--- src/rtl/sv8000_input_matrix.sv ---
// -----------------------------------------------------------------------------
// sv8000_input_matrix
//
// Turns MiSTer joystick words and PS/2 key events into the SuperVision 8000
// controller key matrix. The console drives an active-low column strobe and
// reads back one active-low row byte per controller.
//
// Parameters
//   KB_PLAYER    controller (0 or 1) that PS/2 keys are merged into
//   SOCD_FILTER  1: opposing directions held together both read as released
//
// Ports
//   clk_sys    in   1   system clock, rising edge
//   reset_n    in   1   asynchronous active-low reset
//   joy0       in  32   player 1 joystick word (bits 17:0 used, active high)
//   joy1       in  32   player 2 joystick word, same layout
//   ps2_key    in  11   [10] toggle, [9] press, [8] extended, [7:0] scancode
//   col_sel_n  in   4   column strobe, active low, several may be low
//   row0_n     out  8   controller 0 row byte, active low, registered
//   row1_n     out  8   controller 1 row byte, active low, registered
//   kb_active  out  1   high while any tracked PS/2 key is held
//
// Key vector bit order (both joystick and keyboard):
//   0 right, 1 left, 2 down, 3 up, 4 Fire1, 5 Fire2,
//   6..14 keys 1..9, 15 key 0, 16 '*', 17 '#'
// -----------------------------------------------------------------------------
module sv8000_input_matrix #(
    parameter int KB_PLAYER   = 0,
    parameter bit SOCD_FILTER = 1'b1
) (
    input  logic        clk_sys,
    input  logic        reset_n,
    input  logic [31:0] joy0,
    input  logic [31:0] joy1,
    input  logic [10:0] ps2_key,
    input  logic [3:0]  col_sel_n,
    output logic [7:0]  row0_n,
    output logic [7:0]  row1_n,
    output logic        kb_active
);

    // One-hot key-vector mask for a scancode; all zeros when the code is
    // unmapped or carries the wrong extended flag.
    function automatic logic [17:0] key_mask(input logic ext, input logic [7:0] code);
        logic [17:0] m;
        m = 18'd0;
        if (ext) begin
            case (code)
                8'h75:   m[3] = 1'b1;
                8'h72:   m[2] = 1'b1;
                8'h6B:   m[1] = 1'b1;
                8'h74:   m[0] = 1'b1;
                default: m = 18'd0;
            endcase
        end else begin
            case (code)
                8'h14:   m[4]  = 1'b1;
                8'h11:   m[5]  = 1'b1;
                8'h16:   m[6]  = 1'b1;
                8'h1E:   m[7]  = 1'b1;
                8'h26:   m[8]  = 1'b1;
                8'h25:   m[9]  = 1'b1;
                8'h2E:   m[10] = 1'b1;
                8'h36:   m[11] = 1'b1;
                8'h3D:   m[12] = 1'b1;
                8'h3E:   m[13] = 1'b1;
                8'h46:   m[14] = 1'b1;
                8'h45:   m[15] = 1'b1;
                8'h7C:   m[16] = 1'b1;
                8'h5D:   m[17] = 1'b1;
                default: m = 18'd0;
            endcase
        end
        return m;
    endfunction

    // Opposing-direction cleanup: up+down and left+right each cancel out.
    function automatic logic [17:0] apply_socd(input logic [17:0] k);
        logic [17:0] f;
        f = k;
        if (SOCD_FILTER && k[3] && k[2]) begin
            f[3:2] = 2'b00;
        end else begin
            f[3:2] = k[3:2];
        end
        if (SOCD_FILTER && k[1] && k[0]) begin
            f[1:0] = 2'b00;
        end else begin
            f[1:0] = k[1:0];
        end
        return f;
    endfunction

    // Active-low row byte for the selected columns. Column 3 has no keys,
    // so selecting it never pulls a row low.
    function automatic logic [7:0] row_byte(input logic [17:0] k, input logic [2:0] cs_n);
        logic [7:0] c0;
        logic [7:0] c1;
        logic [7:0] c2;
        logic [7:0] r;
        c0 = {2'b11, ~k[5], ~k[4], ~k[0], ~k[1], ~k[2], ~k[3]};
        c1 = {2'b11, ~k[11:6]};
        c2 = {2'b11, ~k[17:12]};
        r  = 8'hFF;
        if (!cs_n[0]) begin
            r = r & c0;
        end else begin
            r = r;
        end
        if (!cs_n[1]) begin
            r = r & c1;
        end else begin
            r = r;
        end
        if (!cs_n[2]) begin
            r = r & c2;
        end else begin
            r = r;
        end
        return r;
    endfunction

    logic        r_tog;
    logic        r_armed;
    logic [17:0] r_kb;
    logic [7:0]  r_row0;
    logic [7:0]  r_row1;
    logic        r_kb_active;

    logic        w_event;
    logic [17:0] w_mask;
    logic [17:0] w_kb_next;
    logic [17:0] w_key0;
    logic [17:0] w_key1;
    logic        w_unused_bits;

    assign w_unused_bits = ^{joy0[31:18], joy1[31:18], col_sel_n[3]};

    // r_armed is low on the first clock after reset so that a toggle input
    // sitting at 1 is loaded silently instead of looking like an event.
    assign w_event = r_armed & (r_tog ^ ps2_key[10]);
    assign w_mask  = key_mask(ps2_key[8], ps2_key[7:0]);

    // Keyboard state after applying the current event, if any.
    always_comb begin
        w_kb_next = r_kb;
        if (w_event) begin
            if (ps2_key[9]) begin
                w_kb_next = r_kb | w_mask;
            end else begin
                w_kb_next = r_kb & ~w_mask;
            end
        end else begin
            w_kb_next = r_kb;
        end
    end

    // Merge keyboard into the selected player, then filter directions.
    always_comb begin
        w_key0 = joy0[17:0];
        w_key1 = joy1[17:0];
        if (KB_PLAYER == 0) begin
            w_key0 = apply_socd(joy0[17:0] | r_kb);
            w_key1 = apply_socd(joy1[17:0]);
        end else begin
            w_key0 = apply_socd(joy0[17:0]);
            w_key1 = apply_socd(joy1[17:0] | r_kb);
        end
    end

    // Toggle tracking, keyboard state and registered matrix outputs.
    always_ff @(posedge clk_sys or negedge reset_n) begin
        if (!reset_n) begin
            r_tog       <= 1'b0;
            r_armed     <= 1'b0;
            r_kb        <= 18'd0;
            r_row0      <= 8'hFF;
            r_row1      <= 8'hFF;
            r_kb_active <= 1'b0;
        end else begin
            r_tog       <= ps2_key[10];
            r_armed     <= 1'b1;
            r_kb        <= w_kb_next;
            r_row0      <= row_byte(w_key0, col_sel_n[2:0]);
            r_row1      <= row_byte(w_key1, col_sel_n[2:0]);
            r_kb_active <= |w_kb_next;
        end
    end

    assign row0_n    = r_row0;
    assign row1_n    = r_row1;
    assign kb_active = r_kb_active;

endmodule

--- config.mk ---
export PLATFORM = sky130hd
export DESIGN_NAME = sv8000_input_matrix
export DESIGN_NICKNAME = d
export VERILOG_FILES = /design/src/rtl/sv8000_input_matrix.sv
export SDC_FILE = /design/constraint.sdc
export NUM_CORES = 1
export LEC_CHECK = 0
export ABC_AREA = 1
export CAP_MARGIN = 20
export CELL_PAD_IN_SITES_DETAIL_PLACEMENT = 0
export CELL_PAD_IN_SITES_GLOBAL_PLACEMENT = 1
export CORE_MARGIN = 1.5
export CORE_UTILIZATION = 27
export CTS_BUF_LIST = sky130_fd_sc_hd__clkbuf_16
export CTS_CLUSTER_DIAMETER = 50
export DETAILED_ROUTE_END_ITERATION = 16
export GPL_TIMING_DRIVEN = 0
export MAX_ROUTING_LAYER = met4
export PLACE_DENSITY_LB_ADDON = 0.1
export SYNTH_ARGS = -nofsm -noshare
export SYNTH_HDL_FRONTEND = slang
export SYNTH_SLANG_ARGS = --single-unit
export TNS_END_PERCENT = 5
--- constraint.sdc ---
create_clock -name clk_sys -period 2.3 [get_ports clk_sys]
set_clock_uncertainty 0.2 [all_clocks]
set_input_delay 0.46 -clock clk_sys [delete_from_list [all_inputs] [get_ports clk_sys]]
set_output_delay 0.46 -clock clk_sys [all_outputs]
set_load 0.03 [all_outputs]
==> impl_metrics.csv <==
group,metric,value,unit
run,cap_violations,0,
power_and_ir_drop,combPwrFrac,18.3,%
route,vias_per_cell,4.159,
logic_synthesis,synth_area,1998,sq um
clock_tree,root_buffer,"clkbuf_16",
critical_path,crit_slowest_cell,"clkdlybuf4s50_1",
place,dp_cells,451,
route,drt_pre_antenna_iters,4,
clock_tree,cts_tree,"yes",
logic_synthesis,synth_area_leaders,"dfrtp_1 (26%), dfstp_2 (16%), nand2_1 (14%)",
logic_synthesis,syn_inst,284,
critical_path,critPathRequiredTime,2270,ps
place,dp_worst_setup_slack,-119.3,ps
timing,timing.final.crit_share,93.13,%
critical_path,crit_top_cell,"nand2_1",
grt,antenna_found_initial,0,
critical_path,crit_arrival,2110,ps
clock_tree,clk_latency,280,ps
critical_path,start_kind,"primary input",
floorplan,coreArea,7214,sq um
floorplan,start_util,27.70,%
clock_tree,clk_pin_slew_worst_paths,50,ps
timing,finalSetupViolCount,0,
timing,post-route-min-period,2142,ps
final_layout,register_area,840.8,sq um
power_and_ir_drop,p_clk_share,41.8,%
power_and_ir_drop,power_frac_seq,39.9,%
critical_path,critPathBufInv,4,
timing,drv_slew,0,
clock_tree,clk_path_buf_depth,2,
final_layout,drive_gt1_share,12.22,%
final_layout,num-fill-cells,782,
timing,max_freq,466.9,MHz
grt,first_global_vias,1850,
floorplan,die_area,7925,sq um
final_layout,diodes,0,
hold_path,hold_path.class,"primary input to async pin",
final_layout,multi_input_area,880.8,sq um
route,wire_per_inst,11.94,um
route,dr_total_vias,1909,
clock_tree,h-tree-depth,2,
final_layout,syn2layout_area_growth,46.34,%
power_and_ir_drop,internal_power,1147,uW
outcome,status,"complete, no violations",
power_and_ir_drop,p_sw,404.2,uW
floorplan,die_w,89.03,um
critical_path,crit_chain,"clkdlybuf4s50_1 -> clkinv_1 -> buf_1 -> nand4_1 -> nand2_1 -> nand2_1 -> inv_1 -> nand2_1 -> nor2_1 -> nand2_1",
route,drc_errors,0,
grt,grt_start_max_net_pins,34,
power_and_ir_drop,max-vdd-ir-drop,257.7,uV
floorplan,io-pin-count,98,
logic_synthesis,synth.distinct_cells,29,
route,first_iter_violations,50,
logic_synthesis,synth_top_area_cell,"dfrtp_1",
critical_path,max_stage_delay,440,ps
place,place.gp.congestion,0.7719,
grt,grt-ovfl-total,0,
floorplan,die_h,89.03,um
floorplan,row_count,31,
power_and_ir_drop,p_per_area,530.6,nW/um^2
route,postRouteAntennaNets,0,
logic_synthesis,synth_seq_cells,33,
logic_synthesis,synth_top_area_share,26.30,%
timing,hold_viol,0,
critical_path,end_kind,"flop",
place,io_buffers,64,
final_layout,fin_nets,440,
logic_synthesis,ys_warn_count,0,
power_and_ir_drop,switching_share,26.05,%
critical_path,crit_fanout,10,
place,dp_hpwl,4.366,mm
critical_path,crit_family,"buffers and inverters",
timing,layout_setup_ws,158.0,ps
final_layout,stdcell_count,459,
logic_synthesis,ys_seq_area_share,42.08,%
clock_tree,cts.sinks,33,
timing,worst_pin_slew,743.9,ps
grt,groute.usage.overall,15.50,%
route,routed_wirelength,5.481,mm
timing,tns,0,ps
critical_path,worstSetupPathType,"primary input to flop",
power_and_ir_drop,leakagePower,0.001374,uW
grt,grt_pass1_wl,8.859,mm
timing,rsz0062_at_grt,"false",
logic_synthesis,syn_area_per_cell,7.036,sq um
clock_tree,cts_buffers,5,
timing,relSlewSlack,50.41,%
## cell usage after synthesis
library cell and instances:
a21oi_1 3, nor2_4 2, a221oi_1 4, conb_1 1, clkinv_1 1, inv_2 4
nor2_1 33, buf_6 1, o221a_2 3, nor2_2 4, nand4_1 14, and2_1 1
o21ai_0 11, clkbuf_1 2, buf_8 1, buf_1 1, nand2_1 76, o21ai_1 1
inv_1 55, buf_2 1, nand2_2 1, and3_1 2, a22o_1 2, nand3_1 20
dfrtp_1 21, nor3_2 2, nor3_1 1, buf_4 4, dfstp_2 12
## routing by layer
metal | routed length (um) | global-route usage [%] | vias to the layer above
li1 | - | - | 1028
met1 | 2676 | 19.99 | 812
met2 | 2395 | 24.24 | 62
met3 | 328 | 3.416 | 7
met4 | 80 | 5.035 | 0
met5 | 0 | - | -
## power groups by stage
| stage | clock, uW | sequential, uW | combinational [uW] |
|---|---|---|---|
| 2_1_floorplan | 0 | 661 | 97.9 |
| 3_3_place_gp | 0 | 629 | 286 |
| 3_5_place_dp | 0 | 630 | 284 |
| 4_1_cts | 668 | 620 | 286 |
| 5_1_grt | 686 | 622 | 312 |
| 6_report | 649 | 620 | 283 |
## final timing paths
kind	cells after the start	startpoint	slack, ps	end
setup / recovery	10	ps2_key[9]	160	kb_active
hold / removal	1	reset_n	50	r_kb[15]
setup reg to reg	10	r_tog	520	kb_active
hold reg to reg	2	r_kb[4]	350	row0_n[4]
max in group asynchronous	1	reset_n	1380	r_kb[11]
min in group clk_sys	2	r_kb[4]	350	row0_n[4]
## state kept, by name, summed over array words and instances, names as in the netlist
register / flops
kb_active: 1
r_armed: 1
r_kb: 18
r_tog: 1
row0_n: 6
row1_n: 6
## through the flow
step           total power (uW)  utilization [%]  cell area (sq um)  hold WS, ps
6_report                   1551            40.53               2924        52.00
5_1_grt                    1621            40.53               2924        121.4
4_1_cts                    1574            40.41               2915        82.52
3_5_place_dp              914.1            38.43               2773        349.3
3_3_place_gp              915.3            38.50               2778        340.5
2_1_floorplan             758.8                -               2013       -35.59
## placed cells by master, fill, tap and decap left out, types with 11 or more instances in the layout
cell              n
inv_1            55
o21ai_0          11
dfstp_2          12
nand4_1          14
nand3_1          20
nor2_1           33
dfrtp_1          21
nand2_1          76
clkdlybuf4s50_1  62
## cells by family (layout without fill, tap and decap cells)
kind of cell	after synthesis	count (layout)	synth area share (%)
AO/OA/AOI/OAI	24	24	8.077
buffers and inverters	70	142	14.90
other	1	5	0.1877
AND/OR/NAND/NOR	156	156	34.75
flip-flops	33	33	42.08
## timing repair
item                       in CTS  in global routing
hold buffers                    0                  0
setup buffers                   0                  0
setup endpoints to repair       0                  1
gates resized for setup         0                  2
## cell type report
cell class              count  area share, %
clock inverters             3         0.5991
clock buffers               5          4.279
inverters                  60          7.702
plain buffers              10          2.482
repair buffers             64          21.82
multi-input cells         185          30.12
well taps                  99          4.236
flip-flops and latches     33          28.75
## worst reg2reg max path: stages (launching register included)
cell	delay, ps
dfrtp_1	380
nand2_1	80
nand2_2	70
nor3_2	320
nand3_1	120
nand2_1	130
nand2_1	80
nor2_1	90
nand2_1	70
nor2_1	80
nand2_1	50
Note: power is estimated with default switching activity, not from simulation.
